## src/rtl/mem_bridge.sv

```systemverilog
// Bridges LC-3b MAR/MDR requests to a multi-cycle physical memory port: word alignment, STB lane steering, one-cycle mem_resp.
// Optional build macro MEM_TIMEOUT_EN adds an access watchdog that completes with mem_error after TIMEOUT_CYCLES strobe cycles.
module mem_bridge #(
    parameter int TIMEOUT_CYCLES = 255,
    parameter int TW             = 8
) (
    input  logic        clk,
    input  logic        rst_n,
    input  logic        mem_read,
    input  logic        mem_write,
    input  logic        mem_byte,
    input  logic [15:0] mem_address,
    input  logic [15:0] mem_wdata,
    output logic        mem_resp,
    output logic [15:0] mem_rdata,
    output logic        mem_error,
    output logic        pmem_read,
    output logic        pmem_write,
    output logic [15:0] pmem_address,
    output logic [15:0] pmem_wdata,
    output logic [1:0]  pmem_byte_enable,
    input  logic [15:0] pmem_rdata,
    input  logic        pmem_resp
);

    typedef enum logic [1:0] {IDLE, READ, WRITE, DONE} state_t;

    state_t state;
    logic   tmo_hit;

`ifdef MEM_TIMEOUT_EN
    logic [TW-1:0] tmo_cnt;
    logic [TW-1:0] tmo_next;
    logic          err_q;

    assign tmo_next = tmo_cnt + TW'(1);
    // A response arriving in the expiry cycle wins over the timeout.
    assign tmo_hit  = (state == READ || state == WRITE) && !pmem_resp
                      && (tmo_next == TW'(TIMEOUT_CYCLES));
    assign mem_error = err_q;

    always_ff @(posedge clk or negedge rst_n) begin
        if (!rst_n) begin
            tmo_cnt <= '0;
            err_q   <= 1'b0;
        end else begin
            err_q <= 1'b0;
            if (state == READ || state == WRITE) begin
                tmo_cnt <= tmo_next;
                if (tmo_hit)
                    err_q <= 1'b1;
            end else begin
                tmo_cnt <= '0;
            end
        end
    end
`else
    wire unused_cfg = ^TW'(TIMEOUT_CYCLES);
    assign tmo_hit   = 1'b0;
    assign mem_error = 1'b0;
`endif

    always_ff @(posedge clk or negedge rst_n) begin
        if (!rst_n) begin
            state            <= IDLE;
            mem_resp         <= 1'b0;
            mem_rdata        <= 16'h0000;
            pmem_read        <= 1'b0;
            pmem_write       <= 1'b0;
            pmem_address     <= 16'h0000;
            pmem_wdata       <= 16'h0000;
            pmem_byte_enable <= 2'b00;
        end else begin
            case (state)
                IDLE: begin
                    if (mem_read || mem_write) begin
                        pmem_address <= {mem_address[15:1], 1'b0};
                        if (mem_read) begin
                            pmem_read        <= 1'b1;
                            pmem_byte_enable <= 2'b11;
                            state            <= READ;
                        end else begin
                            pmem_write <= 1'b1;
                            state      <= WRITE;
                            if (mem_byte) begin
                                pmem_wdata       <= {2{mem_wdata[7:0]}};
                                pmem_byte_enable <= mem_address[0] ? 2'b10 : 2'b01;
                            end else begin
                                pmem_wdata       <= mem_wdata;
                                pmem_byte_enable <= 2'b11;
                            end
                        end
                    end
                end
                READ: begin
                    if (pmem_resp || tmo_hit) begin
                        if (pmem_resp)
                            mem_rdata <= pmem_rdata;
                        pmem_read <= 1'b0;
                        mem_resp  <= 1'b1;
                        state     <= DONE;
                    end
                end
                WRITE: begin
                    if (pmem_resp || tmo_hit) begin
                        pmem_write <= 1'b0;
                        mem_resp   <= 1'b1;
                        state      <= DONE;
                    end
                end
                DONE: begin
                    mem_resp <= 1'b0;
                    state    <= IDLE;
                end
                default: state <= IDLE;
            endcase
        end
    end

endmodule

```

## config.mk

```make
export PLATFORM = sky130hd
export DESIGN_NAME = mem_bridge
export DESIGN_NICKNAME = d
export VERILOG_FILES = /design/src/rtl/mem_bridge.sv
export SDC_FILE = /design/constraint.sdc
export NUM_CORES = 1
export LEC_CHECK = 0
export ABC_AREA = 0
export CAP_MARGIN = 20
export CORE_ASPECT_RATIO = 1.25
export CORE_MARGIN = 2
export CORE_UTILIZATION = 25
export DETAILED_ROUTE_END_ITERATION = 16
export PLACE_DENSITY = 0.49
export SETUP_SLACK_MARGIN = 0.2
export SLEW_MARGIN = 30
export SYNTH_ARGS = -nofsm -noshare
export SYNTH_HDL_FRONTEND = slang
export SYNTH_SLANG_ARGS = --single-unit
```

## constraint.sdc

```tcl
create_clock -name clk -period 4.55 [get_ports clk]
set_clock_uncertainty 0.2 [all_clocks]
set_input_delay 1.1375 -clock clk [delete_from_list [all_inputs] [get_ports clk]]
set_output_delay 1.1375 -clock clk [all_outputs]
set_load 0.05 [all_outputs]
```

Yosys cells after proc, flatten, opt, wreduce, memory -nomap -nowiden
Cells that the tools add are included.

Multiply operators: 0. Shifts and indexed selects: 0. Add/subtract/negate cells: 0. Bitwise logic cells: 1. Reduce and logical (&&, ||, !) cells: 13. Div/mod/pow operators: 0. $lt $le $gt $ge: 0. Equal/unequal tests: 9. Multiplexer cells: 17.

Operators by type and width (number): $mux W16 (1); $mux W2 (6); $ne A2 B2 Y1 const B (5); $reduce_and A2 Y1 (4); $reduce_and A4 Y1 (2); $mux W1 (6); $pmux W1 S2 (3); $pmux W2 S3 (1); $reduce_bool A2 Y1 (3); $eq A2 B2 Y1 const B (2); $reduce_and A3 Y1 (1); $eq A2 B1 Y1 const B (1); $logic_not A2 Y1 (1); $ne A2 B1 Y1 const B (1); $reduce_or A2 Y1 (1); $logic_or A1 B1 Y1 (1); $not A1 Y1 (1).

Flip-flop bits (word level): 54. Memories: 0. Output and inout port bits: 54. Bits in writable memories: 0. Bits in latches: 0. ROM bits: 0. Logic and storage cells: 48.

Logic depth before layout (Yosys ltp)
Gate-level depths: netlist of run 1.

Depth in word-level cells: 4. Depth in mapped cells: 6. Depth with buffers taken out: 5.

Worst setup path after synthesis of run 1
Ideal clock, no wire load.

Path kind: input to register. Start point: in mem_read. End point: reg pmem_address[10]. Setup time: 125 ps. Path slack: 2340 ps. Stages on the path: 3. Arrival time: 1885 ps. Path through: o21ai_4 buf_6 mux2_4.

Longest elaborated chain between the ends: 2.

RTL lines: from (decl) (RTL line 9) `input logic mem_read,`; $logic_or A1 B1 Y1 (RTL line 76) `if (mem_read || mem_write) begin`; $reduce_and A2 Y1 (no line); to (signal assigned) (RTL line 77) `pmem_address <= {mem_address[15:1], 1'b0};`; to (decl) (RTL line 19) `output logic [15:0] pmem_address,`.

Every way passes these cells. A chain may end at the register's enable or synchronous reset.

Worst setup path in the final report of run 1
Start point: reg pmem_write. End point: out pmem_write.

RTL lines: from (decl) (RTL line 18) `output logic pmem_write,`; from (signal assigned) (RTL line 69) `pmem_write <= 1'b0;`; from (signal assigned) (RTL line 83) `pmem_write <= 1'b1;`; from (signal assigned) (RTL line 106) `pmem_write <= 1'b0;`.

No word-level cell between the ends.

==> metrics, run 1 <==
status finished clean; DRC errors left 0; total routed wirelength 5.36 mm; # setup viols final 0; maximum number of pins on one net before global-route repair 31; CTS resizes 0; count of cells along the worst register-to-register path 4; unrepaired setup endpoints after global routing no; number of post-CTS setup repair buffers 0; number of global-route vias before repair 1798; antenna violation net count after detailed routing 0; Worst path slowest cell clkdlybuf4s50_1; total standard cell area after synthesis 2350 sq um; metal2 WL 2.58 mm; compound-gate portion of the synthesized area 5.92%; RR Startpoint state[0]; Detailed Route Iter0 Violations 39; critical path's top delay family buffers and inverters; Cell Chain, Critical Path clkdlybuf4s50_1; maximum root-to-sink buffer count 2; switching power of the nets 1.46 mW; portion of netlist area occupied by mux cells 24.2%; quantity of hold-fixing buffers added after cts 0; area growth from synthesis to layout 55.5%; Max stage delay on crit path 810 ps; number of top-level pins 108; Port-buffer cells 105; Die Width 90.6 um; global-route wire length before repair 9.11 mm; post-synthesis share of cell area spent on xor and xnor gates 0%; number of max-capacitance violations reported 0; Worst VDD drop 349 uV; startpoint of the lowest-slack hold path pmem_byte_enable[0]; Min-Delay Path Depth 1; cell count after synthesis 168; most common flop cell mapped by yosys dfrtp_1; biggest fanout along the worst timing path 4; sum of internal, switching and leakage power 3.10 mW; net count of the finished layout 335; sequential share of the synthesized area 57.6%; synthesis-stage register bit count 54; CTS tree yes; final hold violation count 0; routed wire length per instance 13.4 um; class of the tightest hold or removal check reg2reg; post-layout instance count excluding filler cells 399; end of the worst register-to-register path pmem_wdata[6]; total number of yosys warnings 0; fraction of final layout cells with drive strength greater than 1 18.5%; setup_tns 0 ps; worst hold path endpoint pmem_byte_enable[0]; Register-to-Register Setup Slack 2670 ps; WP data arrival 1480 ps; power per cell area 850 nW/um^2; num rows 39; worst path buffer plus inverter count 1; kind of start point of the critical path flip-flop; P_leak 1.58 nW; time the worst path needs with I/O delays and setup 2820 ps; CTS Sinks 54; dominant combinational cell family by area after synthesis multiplexers; Num CTS Buffers 5; GR Overflow Total 0; kind of capture point of the worst setup path output port; worst setup path category reg2out; Mapped Avg Cell Area 14.0 sq um; fraction of power spent switching nets 47.1%; Internal 1.64 mW; Core Region 9130 sq um; worst hold slack 288 ps; clock power share 12.1%; Max Transition Viols Final 0; top layer used by detailed routing met4; Die Footprint 10200 sq um; initial antenna violation count 0; M1 WL 2.31 mm; share of synthesized flip-flops with an asynchronous set or reset 100%; clock network latency to the later pin of the worst-skew pair 280 ps; number of enable-type register cells in the synthesized netlist 0; Die Ht 112 um; sum of net half-perimeters after detailed placement 4.00 mm; Yosys cell types 28; Worst Tran Pin Value 683 ps; share of synthesized cell area in full adder, half adder and majority cells 3.20%; Vias per Instance 4.14; initial core utilization 25.7%; Detail Route met3 WL 438 um; final core utilization 40.0%; share of the clock period used by the worst path after layout 62.0%; overall routing resource usage 11.0%; diodes inserted 0; post-synthesis share of cell area spent on and, or, nand and nor gates 5.92%; combinational share of power 60.4%; Rel. slew slack 54.5%; cell total after placement 391; total iterations of the first detailed-routing run 4; number of vias after detailed routing 1650; relative contribution of sequential cells to total power 27.5%; routability cong. 0.725; clock tree root driver cell clkbuf_16; depth of the CTS H-tree 2; clock-pin slew on the worst setup and hold paths 70 ps; required time worst endpoint 3210 ps; highest attainable clock frequency 355 MHz
==> cells by family after synthesis <==
family	Yosys count
flip-flops	54
AO/OA/AOI/OAI	22
AND/OR/NAND/NOR	25
adder cells (fa/ha/maj)	6
buffers and inverters	12
other	1
multiplexers	48
==> worst max-delay path by stage <==
stage / cells past startpoint / start / slack, ps / end
final: 1 / pmem_write / 1730 / pmem_write
after global routing: 1 / pmem_write / 1680 / pmem_write
after CTS: 1 / pmem_write / 1710 / pmem_write
after detailed placement: 3 / mem_write / 1440 / pmem_address[1]
after global placement: 3 / mem_write / 1480 / pmem_address[7]
after floorplan: 3 / mem_read / 2340 / pmem_address[10]
==> stage by stage <==
step                area [sq um]  setup WS, ps
finish                      3650          1730
global route                3650          1680
floorplan                   2350          2340
detailed placement          3500          1440
CTS                         3650          1710
global placement            3500          1480
==> routing by layer <==
| metal | global-route usage [%] | vias up |
|---|---|---|
| li1 | - | 791 |
| met1 | 13.7 | 783 |
| met2 | 18.5 | 72 |
| met3 | 3.49 | 4 |
| met4 | 3.08 | 0 |
| met5 | 0 | - |
==> layout make-up <==
| class | instances | area (sq um) |
|---|---|---|
| clock buffer | 6 | 129 |
| clock inverter | 2 | 13.8 |
| fill | 931 | 5480 |
| inverter | 5 | 18.8 |
| multi-input combinational | 103 | 927 |
| sequential | 54 | 1350 |
| tap | 123 | 154 |
| timing repair buffer | 106 | 1050 |
==> sequential cells by signal, indices dropped and copies added (netlist names) <==
signal,cells
pmem_write,1
pmem_byte_enable,2
pmem_read,1
mem_resp,1
state,2
pmem_wdata,16
mem_rdata,16
pmem_address,15
==> cells in the final DEF, fill, tap and decap left out, types with 2 or more instances in the layout <==
cell type	n
clkbuf_16	5
mux2i_1	9
clkdlybuf4s50_1	104
inv_1	5
mux2_4	10
a21oi_1	4
dfrtp_1	54
o21ai_0	10
ha_1	6
a31oi_1	2
nor3b_1	2
nand2_1	13
nand2b_1	4
conb_1	2
mux2_2	29
==> synthesized netlist by cell type (all sizes together) (2+ instances only) <==
| cell | count | area share (%) |
|---|---|---|
| dfrtp | 54 | 58 |
| nor3b | 2 | 0.64 |
| mux2 | 39 | 20 |
| ha | 6 | 3.2 |
| mux2i | 9 | 3.8 |
| inv | 5 | 0.80 |
| a21oi | 4 | 0.85 |
| o21ai | 11 | 2.8 |
| a31oi | 2 | 0.53 |
| nand2 | 14 | 2.3 |
| nand2b | 4 | 1.1 |
| buf | 7 | 2.2 |
==> power by group through the flow <==
| stage | clock network [mW] | logic (mW) | registers, mW |
|---|---|---|---|
| after floorplan | 0 | 0.475 | 1.66 |
| after global placement | 0 | 1.89 | 0.853 |
| after detailed placement | 0 | 1.89 | 0.861 |
| after CTS | 0.392 | 1.89 | 0.855 |
| after global routing | 0.411 | 1.97 | 0.889 |
| final | 0.376 | 1.87 | 0.851 |
==> worst reg2reg max path: stages, from the launching register on <==
cell	delay (ps)
dfrtp_1	450
inv_1	130
ha_1	310
nand3b_4	300
mux2_4	390
Note: power is estimated with default switching activity, not from simulation.
==> run 2, diff against run 1 <==
Clock period 4.55 ns to 2.7 ns, I/O delays scaled along.
==> run 2 against run 1 <==
Critical path depth unchanged. Final cell count increased by 0.75%. Design area increased by 1.5%. Sequential power increased by 68%. Clock power increased by 83%. Critical endpoint unchanged. Largest cell class unchanged.
==> metrics, run 2 (synthesis gave the netlist of run 1 again) <==
status finished clean; clock network latency to the later pin of the worst-skew pair 280 ps (about the same); number of top-level pins 108 (unchanged); sum of internal, switching and leakage power 5.31 mW (+71%); maximum number of pins on one net before global-route repair 27 (-13%); end of the worst register-to-register path pmem_wdata[5]; Register-to-Register Setup Slack 840 ps (-1830 ps); number of vias after detailed routing 1671 (+1.3%); kind of start point of the critical path flip-flop; area growth from synthesis to layout 57.8%; number of post-CTS setup repair buffers 0 (unchanged); number of global-route vias before repair 1744 (-3.0%); Die Footprint 10200 sq um (unchanged); Max stage delay on crit path 810 ps (about the same); GR Overflow Total 0 (unchanged); num rows 39 (unchanged); quantity of hold-fixing buffers added after cts 0 (unchanged); timing startpoint of the critical path pmem_write; clock-pin slew on the worst setup and hold paths 70 ps (about the same); number of max-capacitance violations reported 0 (unchanged); Core Region 9130 sq um (unchanged); highest attainable clock frequency 424 MHz; setup_tns 0 ps (unchanged); DRC errors left 0 (unchanged); WP data arrival 1480 ps (about the same); total routed wirelength 5.39 mm (+0.60%); worst setup path category reg2out; Worst Tran Pin Value 539 ps (-144 ps); biggest fanout along the worst timing path 4 (unchanged); class of the tightest hold or removal check in2async; kind of capture point of the worst setup path output port; Rel. slew slack 64.0% (+9.5 points); overall routing resource usage 11.1% (+0.046 points); Levels on crit path 1 (unchanged); unrepaired setup endpoints after global routing no; clock tree root driver cell clkbuf_16; worst hold slack 72.2 ps (-216 ps); sum of net half-perimeters after detailed placement 4.02 mm (+0.60%); initial antenna violation count 0 (unchanged); RR Startpoint state[0]; Num CTS Buffers 5 (unchanged); depth of the CTS H-tree 2 (unchanged); power per cell area 1440 nW/um^2 (+69%); diodes inserted 0 (unchanged); Max Transition Viols Final 0 (unchanged); count of cells along the worst register-to-register path 4 (unchanged); share of the clock period used by the worst path after layout 87.3%; Port-buffer cells 105 (unchanged); P_leak 1.61 nW (+1.8%); final hold violation count 0 (unchanged); CTS tree yes; Die Ht 112 um (unchanged); antenna violation net count after detailed routing 0 (unchanged); routed wire length per instance 13.4 um (-0.15%); Detailed Route Iter0 Violations 47 (+21%); leading cell type in the layout, fill and taps excluded clkdlybuf4s50_1; initial core utilization 25.7% (unchanged); Top Registers mem_rdata (16), pmem_wdata (16), pmem_address (15); Worst VDD drop 418 uV (+20%); Vias per Instance 4.16 (+0.52%); fraction of final layout cells with drive strength greater than 1 19.7% (+1.2 points); Cell Chain, Critical Path clkdlybuf4s50_1; required time worst endpoint 1820 ps (-1390 ps); critical path's top delay family buffers and inverters; final core utilization 40.6% (+0.59 points); worst path buffer plus inverter count 1 (unchanged); worst setup path endpoint pmem_write; net count of the finished layout 338 (+0.90%); Worst path slowest cell clkdlybuf4s50_1; CTS Sinks 54 (unchanged); CTS resizes 0 (unchanged); Die Width 90.6 um (unchanged); total iterations of the first detailed-routing run 4 (unchanged); routability cong. 0.734 (+1.4%); maximum root-to-sink buffer count 2 (unchanged); # setup viols final 0 (unchanged); time the worst path needs with I/O delays and setup 2360 ps; global-route wire length before repair 9.07 mm (-0.46%); commonest cells after routing, fill and taps aside clkdlybuf4s50_1, dfrtp_1, mux2_2
-- run 2: cell count changes in the layout (fill, tap and decap cells not counted), sizes merged --
cell,change
buf,+3
clkinv,-1
clkbuf,+1
-- run 2: routing by layer --
| layer | up-vias | wire length [um] | part of all wire [%] | global-route usage (%) |
|---|---|---|---|---|
| met1 | 794 | 2370 | 44 | 14.1 |
| met3 | 5 | 501 | 9.3 | 4.09 |
| met2 | 70 | 2470 | 46 | 17.8 |
| li1 | 802 | - | - | - |
| met5 | - | 0 | 0 | 0 |
| met4 | 0 | 51 | 0.95 | 2.97 |
-- run 2: where the power goes --
group          internal, mW  leakage [nW]  switching (mW)
clock                 0.397        0.0801           0.290
sequential             1.22         0.639           0.213
combinational          1.23         0.889            1.97
total                  2.84          1.61            2.47
-- run 2: worst min path at each step --
stage / startpoint / endpoint / slack [ps] / cells past startpoint
6_report: rst_n / mem_rdata[4] / 70 / 1
5_1_grt: rst_n / mem_rdata[1] / 100 / 1
4_1_cts: rst_n / mem_rdata[1] / 80 / 1
3_5_place_dp: pmem_wdata[12] / pmem_wdata[12] / 270 / 2
3_3_place_gp: pmem_wdata[8] / pmem_wdata[8] / 260 / 2
2_1_floorplan: rst_n / mem_rdata[0] / 180 / 0
-- run 2: metrics by stage --
stage | cells | cell area (sq um) | worst slack (ps)
after floorplan | 169 | 2350 | 953
after global placement | 394 | 3540 | 314
after detailed placement | 394 | 3540 | 292
after CTS | 402 | 3700 | 331
after global routing | 402 | 3700 | 297
final | 402 | 3700 | 344
-- run 2: final cells by class --
class / instances / area, sq um
tap: 123 / 154
multi-input combinational: 103 / 927
inverter: 5 / 18.8
clock buffer: 7 / 153
timing repair buffer: 109 / 1090
fill: 900 / 5420
sequential: 54 / 1350
clock inverter: 1 / 8.76
